## src/rtl/writeback_unit.sv

```systemverilog
// Writeback stage: arbitrates load returns, a one-entry ALU skid buffer and new
// ALU results onto the single register-file write port; tracks load tags for hazards.
module writeback_unit #(
  parameter int DATA_WIDTH = 32,
  parameter int ADDR_WIDTH = 4,
  parameter int NUM_REGS   = 9,
  parameter int LQ_DEPTH   = 2
) (
  input  logic                  clk,
  input  logic                  rst_n,
  input  logic                  aluValid,
  output logic                  aluReady,
  input  logic [ADDR_WIDTH-1:0] aluAddr,
  input  logic [DATA_WIDTH-1:0] aluData,
  input  logic                  loadIssue,
  input  logic [ADDR_WIDTH-1:0] loadAddr,
  input  logic                  memValid,
  input  logic [DATA_WIDTH-1:0] memData,
  input  logic [ADDR_WIDTH-1:0] checkAddr1,
  input  logic [ADDR_WIDTH-1:0] checkAddr2,
  output logic                  stall,
  output logic                  writeEnable,
  output logic [ADDR_WIDTH-1:0] writeAddr,
  output logic [DATA_WIDTH-1:0] writeData,
  output logic [1:0]            loadCount,
  output logic                  overflowErr,
  output logic                  underflowErr
);

  localparam logic [1:0]          FULL_CNT = 2'(LQ_DEPTH);
  localparam logic [ADDR_WIDTH:0] NREG     = (ADDR_WIDTH+1)'(NUM_REGS);

  logic [1:0][ADDR_WIDTH-1:0] tag_q, tag_d;
  logic                       head_q, head_d, tail_q, tail_d;
  logic [1:0]                 count_q, count_d;
  logic                       skid_vld_q, skid_vld_d;
  logic [ADDR_WIDTH-1:0]      skid_addr_q, skid_addr_d;
  logic [DATA_WIDTH-1:0]      skid_data_q, skid_data_d;
  logic                       we_q, we_d;
  logic [ADDR_WIDTH-1:0]      waddr_q, waddr_d;
  logic [DATA_WIDTH-1:0]      wdata_q, wdata_d;
  logic                       ovf_q, ovf_d, unf_q, unf_d;

  logic                  pop, push, full, alu_acc, sel_vld;
  logic [ADDR_WIDTH-1:0] sel_addr;
  logic [DATA_WIDTH-1:0] sel_data;
  logic [1:0]            tag_vld;
  logic                  hit1, hit2;

  always_comb begin
    tag_d       = tag_q;
    head_d      = head_q;
    tail_d      = tail_q;
    count_d     = count_q;
    skid_vld_d  = skid_vld_q;
    skid_addr_d = skid_addr_q;
    skid_data_d = skid_data_q;
    waddr_d     = waddr_q;
    wdata_d     = wdata_q;
    sel_vld     = 1'b0;
    sel_addr    = '0;
    sel_data    = '0;

    full    = (count_q == FULL_CNT);
    pop     = memValid && (count_q != 2'd0);
    push    = loadIssue && (!full || pop);
    alu_acc = aluValid && !skid_vld_q;

    // Memory return always wins; a displaced ALU result parks in the skid entry.
    if (pop) begin
      sel_vld  = 1'b1;
      sel_addr = tag_q[head_q];
      sel_data = memData;
      if (alu_acc) begin
        skid_vld_d  = 1'b1;
        skid_addr_d = aluAddr;
        skid_data_d = aluData;
      end
    end else if (skid_vld_q) begin
      sel_vld    = 1'b1;
      sel_addr   = skid_addr_q;
      sel_data   = skid_data_q;
      skid_vld_d = 1'b0;
    end else if (alu_acc) begin
      sel_vld  = 1'b1;
      sel_addr = aluAddr;
      sel_data = aluData;
    end

    // Out-of-range destinations are consumed without touching the register file.
    we_d = sel_vld && ({1'b0, sel_addr} < NREG);
    if (sel_vld) begin
      waddr_d = sel_addr;
      wdata_d = sel_data;
    end

    if (push) begin
      tag_d[tail_q] = loadAddr;
      tail_d        = ~tail_q;
    end
    if (pop) head_d = ~head_q;
    case ({push, pop})
      2'b10:   count_d = count_q + 2'd1;
      2'b01:   count_d = count_q - 2'd1;
      default: count_d = count_q;
    endcase

    ovf_d = ovf_q | (loadIssue && full && !pop);
    unf_d = unf_q | (memValid && (count_q == 2'd0));
  end

  always_comb begin
    for (int i = 0; i < 2; i++)
      tag_vld[i] = (count_q == 2'd2) || ((count_q == 2'd1) && (head_q == 1'(i)));
    hit1 = 1'b0;
    hit2 = 1'b0;
    for (int i = 0; i < 2; i++) begin
      hit1 = hit1 | (tag_vld[i] && (tag_q[i] == checkAddr1));
      hit2 = hit2 | (tag_vld[i] && (tag_q[i] == checkAddr2));
    end
    hit1 = (hit1 | (skid_vld_q && (skid_addr_q == checkAddr1))) && ({1'b0, checkAddr1} < NREG);
    hit2 = (hit2 | (skid_vld_q && (skid_addr_q == checkAddr2))) && ({1'b0, checkAddr2} < NREG);
  end

  always_ff @(posedge clk or negedge rst_n) begin
    if (!rst_n) begin
      tag_q       <= '0;
      head_q      <= 1'b0;
      tail_q      <= 1'b0;
      count_q     <= 2'd0;
      skid_vld_q  <= 1'b0;
      skid_addr_q <= '0;
      skid_data_q <= '0;
      we_q        <= 1'b0;
      waddr_q     <= '0;
      wdata_q     <= '0;
      ovf_q       <= 1'b0;
      unf_q       <= 1'b0;
    end else begin
      tag_q       <= tag_d;
      head_q      <= head_d;
      tail_q      <= tail_d;
      count_q     <= count_d;
      skid_vld_q  <= skid_vld_d;
      skid_addr_q <= skid_addr_d;
      skid_data_q <= skid_data_d;
      we_q        <= we_d;
      waddr_q     <= waddr_d;
      wdata_q     <= wdata_d;
      ovf_q       <= ovf_d;
      unf_q       <= unf_d;
    end
  end

  assign aluReady     = !skid_vld_q;
  assign stall        = (count_q == FULL_CNT) || hit1 || hit2;
  assign writeEnable  = we_q;
  assign writeAddr    = waddr_q;
  assign writeData    = wdata_q;
  assign loadCount    = count_q;
  assign overflowErr  = ovf_q;
  assign underflowErr = unf_q;

endmodule

```

## config.mk

```make
export PLATFORM = sky130hd
export DESIGN_NAME = writeback_unit
export DESIGN_NICKNAME = d
export VERILOG_FILES = /design/src/rtl/writeback_unit.sv
export SDC_FILE = /design/constraint.sdc
export NUM_CORES = 1
export LEC_CHECK = 0
export BUFFER_PORTS_ARGS = -buffer_cell sky130_fd_sc_hd__buf_2
export CAP_MARGIN = 20
export CELL_PAD_IN_SITES_DETAIL_PLACEMENT = 1
export CELL_PAD_IN_SITES_GLOBAL_PLACEMENT = 1
export CORE_MARGIN = 3
export CORE_UTILIZATION = 42
export CTS_BUF_LIST = sky130_fd_sc_hd__clkbuf_4
export CTS_CLUSTER_SIZE = 16
export DETAILED_ROUTE_END_ITERATION = 7
export PLACE_DENSITY = 0.92
export RECOVER_POWER = 50
export SLEW_MARGIN = 20
export SYNTH_ARGS = -nofsm -noshare
export SYNTH_HDL_FRONTEND = slang
export SYNTH_SLANG_ARGS = --single-unit
```

## constraint.sdc

```tcl
create_clock -name clk -period 2.4 [get_ports clk]
set_input_delay 0.24 -clock clk [delete_from_list [all_inputs] [get_ports clk]]
set_output_delay 0.24 -clock clk [all_outputs]
set_load 0.01 [all_outputs]
```

# Word-level counts from Yosys, hierarchy flattened
# Cells that the tools add are included.
# W data, S select, Z words.
# totals
reg_bits,88
output_inout_bits,43
elab_cells,87
in_bits,85
# classes
n_bitwise,8
reduce_logical,30
n_eq_ne,11
add_sub_neg,2
muxes,17
magnitude_cmp,6
# ops
operator,count
$mux W32,3
$eq A4 B4 Y1,6
$mux W4,6
$logic_and A1 B1 Y1,18
$lt A4 B4 Y1 const B,3
$bwmux W8,1
$or A1 B1 Y1,6
$logic_or A1 B1 Y1,5
$mux W1,5
$demux W4 S1,1
$eq A2 B1 Y1 const B,2
$eq A2 B2 Y1 const B,2
$lt A1 B2 Y1 const B,2
$pmux W2 S2,1
$reduce_bool A2 Y1,2
$logic_not A1 Y1,3
$add A2 B1 Y2 const B,1
$logic_not A2 Y1,1
$ne A2 B1 Y1 const B,1
$not A1 Y1,2
$reduce_and A2 Y1,1
$sub A2 B1 Y2 const B,1
$ge A1 B1 Y1 const B,1

# Logic depth before layout (Yosys ltp)
# Gate-level depths: netlist (run 1).
# depth
depth_word,9
ltp_mapped,8
mapped_depth_nobuf,6

# Worst setup path before layout (run 1)
# OpenSTA, ideal clock, no wires.
# synth_timing
path_kind,register to register
start,register count_q[0] (netlist: loadCount[0])
end,register skid_addr_q[0]
arrival_time_ps,1674
required_time_ps,2275
setup_time_ps,125
slack_ps,601
path_stages_with_launch,8
path_buffers,2
synth_period_minus_slack_ps,1799
cell_sequence,dfrtp_1 > inv_1 > ha_1 > nand2b_1 > buf_4 > nor2_8 > buf_12 > mux2_4
# synth_via
elab_chain_len,3
# synth_rtl
element,line,text
from (decl),35,"logic [1:0] count_q, count_d;"
from (signal assigned),143,count_q <= count_d;
$reduce_bool A2 Y1,65,pop = memValid && (count_q != 2'd0);
$logic_and A1 B1 Y1,65,
$reduce_and A2 Y1 (no line),n/a,
to (signal assigned),145,skid_addr_q <= skid_addr_d;
to (decl),37,"logic [ADDR_WIDTH-1:0] skid_addr_q, skid_addr_d;"
# No other way between the ends.
# A chain may end at the register's enable or synchronous reset.

# Worst setup path in the final report (run 1)
# layout_timing
start,register count_q[1] (netlist: loadCount[1])
end,output port stall
# layout_via
elab_chain_len,9
elab_cells_between_ends,18
cone_classes,2 x eq/ne; 4 x bitwise; 12 x reduce/logical
# layout_rtl
element,line,text
$eq A2 B1 Y1,114,tag_vld[i] = (count_q == 2'd2) || ((count_q == 2'd1) && (head_q == 1'(i)));
$logic_and A1 B1 Y1,114,
$logic_or A1 B1 Y1,114,
$logic_and A1 B1 Y1,118,hit1 = hit1 | (tag_vld[i] && (tag_q[i] == checkAddr1));
$or A1 B1 Y1,118,
$or A1 B1 Y1,121,"hit1 = (hit1 | (skid_vld_q && (skid_addr_q == checkAddr1))) && ({1'b0, checkAddr1} < NREG);"
$logic_and A1 B1 Y1,121,
$logic_or A1 B1 Y1,156,assign stall = (count_q == FULL_CNT) || hit1 || hit2;
$logic_or A1 B1 Y1 (*),156,
to (decl),21,"output logic stall,"
# Every way passes the cells marked *; elsewhere a longest branch is shown, timed or not.

==> run_results.csv, run 1 <==
group,metric,value,unit
layout,multiInputGateArea,1900,µm²
sta,slew_headroom,25.2,%
routing,first_iter_violations,149,
pwr,p_int,3.75,mW
global_route,grt_antenna_before_repair,0,
status,status,"completed",
routing,routed.top_layer,"met4",
worst_setup_path,worstPathRequired,2160,ps
worst_setup_path,cp-start-kind,"flop",
routing,drc,0,
synth,synthesis.nets,448,
synth,synthTopCellsByArea,"dfrtp_1 51%, mux2_4 10%, o22ai_1 9.3%",
sta,slew_viol_final,0,
flow_run,maxCapViolCount,0,
floorplanning,dieArea,11500,µm²
sta,tightest_slew,1120,ps
clock_network,cts-root-buf,"clkbuf_4",
sta,fin_ws,189,ps
floorplanning,dieHeight,107,µm
pwr,power.density,1200,nW/µm²
worst_setup_path,endpoint_kind,"primary output",
worst_setup_path,crit_arrival,1970,ps
synth,yosysSeqAreaShare,51.2,%
pwr,pwr-share-comb,42.8,%
routing,viasPerCell,5.54,
clock_network,post_cts_buffers,0,
hold_path,min_path_type,"in -> reg",
routing,met1Wirelength,4.98,mm
clock_network,insertion_delay,430,ps
sta,finalHoldViolCount,0,
worst_setup_path,critPathMaxFanout,4,
routing,dr_wl_met2,6.07,mm
floorplanning,die_x,107,µm
floorplanning,rows,36,
global_route,overflow,0,
clock_network,cts_sinks,88,
synth,synth_area,4300,µm²
synth,postSynth.asyncResetShare,100,%
layout,antenna_cells,0,
worst_setup_path,crit_type,"reg -> out",
worst_setup_path,path_cells,"inv_1 > ha_1 > nand2_1 > a2111oi_4 > a21oi_1 > nand4_1 > buf_2",
routing,dr.pass1.iters,4,
sta,max_freq,452,MHz
worst_setup_path,path_buf_inv,2,
synth,synth.largest_area_cell,"dfrtp_1",
synth,yosysTopAreaCellShare,51.2,%
synth,yosysUniqueCellTypes,49,
synth,ys_seq_elements,88,
global_route,grt_max_degree,46,
layout,seqCellArea,2200,µm²
routing,ant_nets,0,
pwr,switching_power,2.42,mW
synth,synth_most_common_cell,"dfrtp_1",
synth,synth_edf_count,0,
synth,ys_warn_count,0,
global_route,grt_usage,21.0,%
pwr,vdd_ir_drop_max,0.411,mV
worst_setup_path,crit_path_top_delay_cell,"dfrtp_1",
pwr,finalPower,6.17,mW
place,dp_slack,276,ps
worst_setup_path,slowest_delay,430,ps
pwr,p_clk_share,11.8,%
clock_network,cts_buffers,9,
place,hpwl,8.90,mm
global_route,grt_pass1_wl,19.0,mm
clock_network,cts_tree,"built",
sta,post-route-period-util,92.1,%
clock_network,path_clk_slew,140,ps
pwr,power.leakage,2.26,nW
sta,fin_crit,2210,ps
layout,syn_to_final_growth,19.5,%
routing,wl,11.9,mm
layout,num-fill-cells,1101,
clock_network,cts_buffer_depth,2,
routing,dr_wl_met3,687,µm
sta,grt_setup_unrepaired,"false",
synth,netlist_instances,360,
pwr,p_seq_share,45.4,%
place,place_congestion,0.796,
layout,layout.nets,570,
pwr,switching_share,39.2,%
synth,synth_area_per_cell,11.9,µm²
global_route,grt_pass1_vias,3710,
floorplanning,initial_core_util,43.6,%
routing,num_vias,3432,
sta,fin_skew,15.2,ps
synth,ys.flop_type,"dfrtp_1",
layout,drive_gt1_share,39.0,%
clock_network,htreeDepth,3,
synth,synth_common_cells,"88 x dfrtp_1, 64 x o22ai_1, 36 x a21oi_1",
routing,wl_per_cell,19.2,µm
sta,tns,0,ps
sta,setup_viol,0,
floorplanning,core,9860,µm²
place,io_buffers,127,
worst_setup_path,path_delay_family,"compound AO/OA/AOI/OAI gates",
floorplanning,ios,128,
layer usage:
layer | global-route usage [%] | vias up
li1 | - | 1593
met1 | 26.0 | 1716
met2 | 36.8 | 107
met3 | 4.15 | 16
met4 | 6.67 | 0
met5 | 0 | -
placed cells by master (no fill, tap or decap), types with 3 or more instances in the layout:
| cell | count |
|---|---|
| inv_1 | 4 |
| mux2_4 | 30 |
| o22ai_1 | 64 |
| buf_2 | 106 |
| a21oi_1 | 36 |
| clkbuf_1 | 20 |
| dfrtp_1 | 88 |
| a221o_1 | 3 |
| xor2_1 | 15 |
| mux2_2 | 16 |
| o21ai_0 | 5 |
| clkinvlp_4 | 3 |
| nand3_1 | 3 |
| ha_1 | 3 |
| nor3_1 | 5 |
| nor2b_1 | 3 |
| clkbuf_4 | 11 |
| nor2_1 | 9 |
| buf_4 | 8 |
| nand2_1 | 6 |
| xnor2_1 | 8 |
stage by stage:
stage / utilization (%) / instance area [µm²] / hold WS, ps / cells
floorplan: - / 4300 / -55.6 / 360
global placement: 51.0 / 5030 / 266 / 602
detailed placement: 51.0 / 5030 / 286 / 602
CTS: 52.2 / 5150 / 11.0 / 619
global route: 52.1 / 5140 / 9.84 / 620
finish: 52.1 / 5140 / 43.2 / 620
state kept, by name (all words and copies together), names as in the netlist:
name	count
loadCount	2
skid_addr_q	4
tag_q	8
writeEnable	1
underflowErr	1
tail_q	1
writeAddr	4
head_q	1
skid_data_q	32
writeData	32
skid_vld_q	1
overflowErr	1
cells by family (layout without fill, tap and decap cells):
group,count (synthesis),in the layout,share of synthesized area [%]
AO/OA/AOI/OAI,125,125,18.1
flip-flops,88,88,51.2
multiplexers,47,47,14.9
AND/OR/NAND/NOR,40,40,5.21
buffers and inverters,34,161,5.03
XOR/XNOR,23,23,4.68
adder cells (fa/ha/maj),3,3,0.873
cell type report:
| type | count | share of cell area [%] |
|---|---|---|
| inverter | 5 | 0.365 |
| tap | 133 | 3.24 |
| clock buffer | 10 | 1.46 |
| clock inverter | 6 | 0.706 |
| multi-input combinational | 238 | 37.0 |
| timing repair buffer | 140 | 14.4 |
| sequential | 88 | 42.8 |
what timing repair did:
| item | in CTS | in global routing |
|---|---|---|
| setup endpoints to repair | 1 | 1 |
| gates cloned | 0 | 0 |
| hold endpoints to repair | 43 | 1 |
| hold buffers | 1 | 1 |
| gates resized for setup | 1 | 2 |
worst reg2reg max path, cell delays in order (launching register included):
cell and delay, ps:
dfrtp_1 430, inv_1 120, ha_1 200, nand2b_2 450, nand2_2 270, buf_4 270
o22ai_1 190, a21oi_1 80
final timing paths:
path	startpoint	endpoint	slack [ps]	depth (start not counted)
hold reg to reg	overflowErr	overflowErr	500	1
setup / recovery	loadCount[1]	stall	190	7
hold / removal	aluData[28]	skid_data_q[28]	40	2
setup reg to reg	loadCount[1]	writeData[29]	270	7
min in group asynchronous	rst_n	writeData[28]	540	2
max in group asynchronous	rst_n	writeData[19]	540	3
power by group through the flow:
stage | combinational (mW) | sequential (mW) | clock (mW)
floorplan | 1.76 | 2.78 | 0
global placement | 2.52 | 2.75 | 0
detailed placement | 2.69 | 2.79 | 0
CTS | 2.70 | 2.78 | 0.756
global route | 2.89 | 2.89 | 0.823
finish | 2.64 | 2.80 | 0.727
Note: power is estimated with default switching activity, not from simulation.
==> run 2: changes to the inputs <==
- BUFFER_PORTS_ARGS: -buffer_cell sky130_fd_sc_hd__buf_2 -> -buffer_cell sky130_fd_sc_hd__buf_4
- GPL_TIMING_DRIVEN: not set -> 0
==> run_results.csv, run 2 (synthesis results as in run 1) <==
group,metric,value,unit
global_route,grt_usage,23.3,%
pwr,p_int,4.15,mW
global_route,grt_max_degree,89,
layout,drive_gt1_share,38.2,%
hold_path,min_path_type,"in -> reg",
sta,fin_skew,21.4,ps
sta,tightest_slew,1250,ps
sta,setup_viol,0,
global_route,overflow,0,
sta,slew_viol_final,0,
pwr,vdd_ir_drop_max,0.495,mV
routing,drc,0,
flow_run,maxCapViolCount,0,
pwr,p_seq_share,41.6,%
clock_network,path_clk_slew,150,ps
global_route,grt_pass1_wl,20.9,mm
worst_setup_path,cp-start-kind,"flop",
layout,syn_to_final_growth,30.0,%
clock_network,insertion_delay,450,ps
pwr,switching_power,2.53,mW
worst_setup_path,endpoint_kind,"primary output",
sta,tns,0,ps
pwr,p_clk_share,14.4,%
floorplanning,die_x,107,µm
global_route,grt_pass1_vias,4009,
worst_setup_path,crit_arrival,2010,ps
layout,multiInputGateArea,1890,µm²
routing,first_iter_violations,114,
layout,seqCellArea,2200,µm²
place,io_buffers,123,
worst_setup_path,crit_type,"reg -> out",
routing,wl,13.1,mm
pwr,power.density,1190,nW/µm²
clock_network,cts_buffer_depth,2,
clock_network,cts-root-buf,"clkbuf_4",
place,hpwl,9.57,mm
layout,antenna_cells,0,
sta,grt_setup_unrepaired,"false",
clock_network,htreeDepth,3,
pwr,pwr-share-comb,44.0,%
sta,finalHoldViolCount,0,
floorplanning,core,9860,µm²
sta,fin_crit,2250,ps
worst_setup_path,worstPathRequired,2160,ps
pwr,switching_share,37.8,%
clock_network,cts_tree,"built",
pwr,power.leakage,2.45,nW
clock_network,cts_sinks,88,
layout,final_common_cell,"buf_4",
global_route,grt_antenna_before_repair,0,
routing,num_vias,3583,
routing,dr.pass1.iters,4,
floorplanning,dieArea,11500,µm²
place,placed_area,5390,µm²
floorplanning,ios,128,
routing,viasPerCell,5.57,
floorplanning,initial_core_util,43.6,%
sta,slew_headroom,16.9,%
layout,num-fill-cells,1070,
worst_setup_path,critPathMaxFanout,3,
clock_network,cts_buffers,9,
routing,wl_per_cell,20.3,µm
status,status,"completed",
layout,layout_common_cells,"105 x buf_4, 88 x dfrtp_1, 64 x o22ai_1",
layout,design_area,5590,µm²
routing,ant_nets,0,
floorplanning,rows,36,
place,place_congestion,0.817,
sta,post-route-period-util,93.6,%
sta,max_freq,445,MHz
floorplanning,dieHeight,107,µm
layout,layout.nets,593,
==> run 2: per-layer routing <==
layer  track usage, %  vias to the layer above  wire length (µm)
met3             5.72                       15               707
li1                 -                     1634                 -
met5                0                        -                 0
met2             41.8                      101              6850
met4             6.12                        0               168
met1             27.8                     1833              5350
==> run 2: final cells by class <==
cell class | count | share of cell area [%]
Sequential cell | 88 | 39.4
Clock buffer | 10 | 1.34
Inverter | 5 | 0.336
Timing Repair Buffer | 134 | 17.1
Buffer | 29 | 3.54
Multi-Input combinational cell | 238 | 33.8
Clock inverter | 6 | 1.50
Tap cell | 133 | 2.98
==> run 2: per-stage QoR <==
step | hold slack [ps] | cells | setup WS (ps) | util [%] | total power, mW
after floorplan | -55.6 | 360 | 601 | - | 4.54
after global placement | 445 | 616 | 484 | 54.6 | 5.57
after detailed placement | 458 | 616 | 432 | 54.6 | 5.82
after CTS | 0.467 | 637 | 64.1 | 56.8 | 6.79
after global routing | 0.247 | 643 | 30.4 | 56.7 | 7.11
final | 23.9 | 643 | 153 | 56.7 | 6.67
==> run 2: final timing paths <==
path,start,endpoint,slack (ps),cells after the start
max in group asynchronous,rst_n,skid_data_q[16],1000,2
min reg2reg,underflowErr,underflowErr,490,1
min,loadAddr[1],tag_q[5],20,2
max,loadCount[1],stall,150,7
min in group asynchronous,rst_n,writeData[28],570,2
max reg2reg,loadCount[0],skid_data_q[4],410,7
==> run 2: power groups by stage <==
stage	Combinational [mW]	Sequential [mW]	Clock (mW)
final	2.93	2.78	0.960
after global routing	3.20	2.86	1.05
after CTS	3.05	2.77	0.973
after detailed placement	3.02	2.80	0
after global placement	2.85	2.72	0
after floorplan	1.76	2.78	0
==> run 2: repair_timing <==
item	4_1_cts	5_1_grt
gates resized for setup	0	2
endpoints found under the setup margin	0	1
buffers inserted	0	1
hold buffers	5	5
endpoints found under the hold margin	5	92
==> run 2: critical path, stage by stage (launching register included) <==
cell,delay (ps)
dfrtp_1,410
inv_1,100
ha_1,210
nand2_1,90
a2111oi_1,390
a21oi_1,130
nand4_1,110
buf_4,120
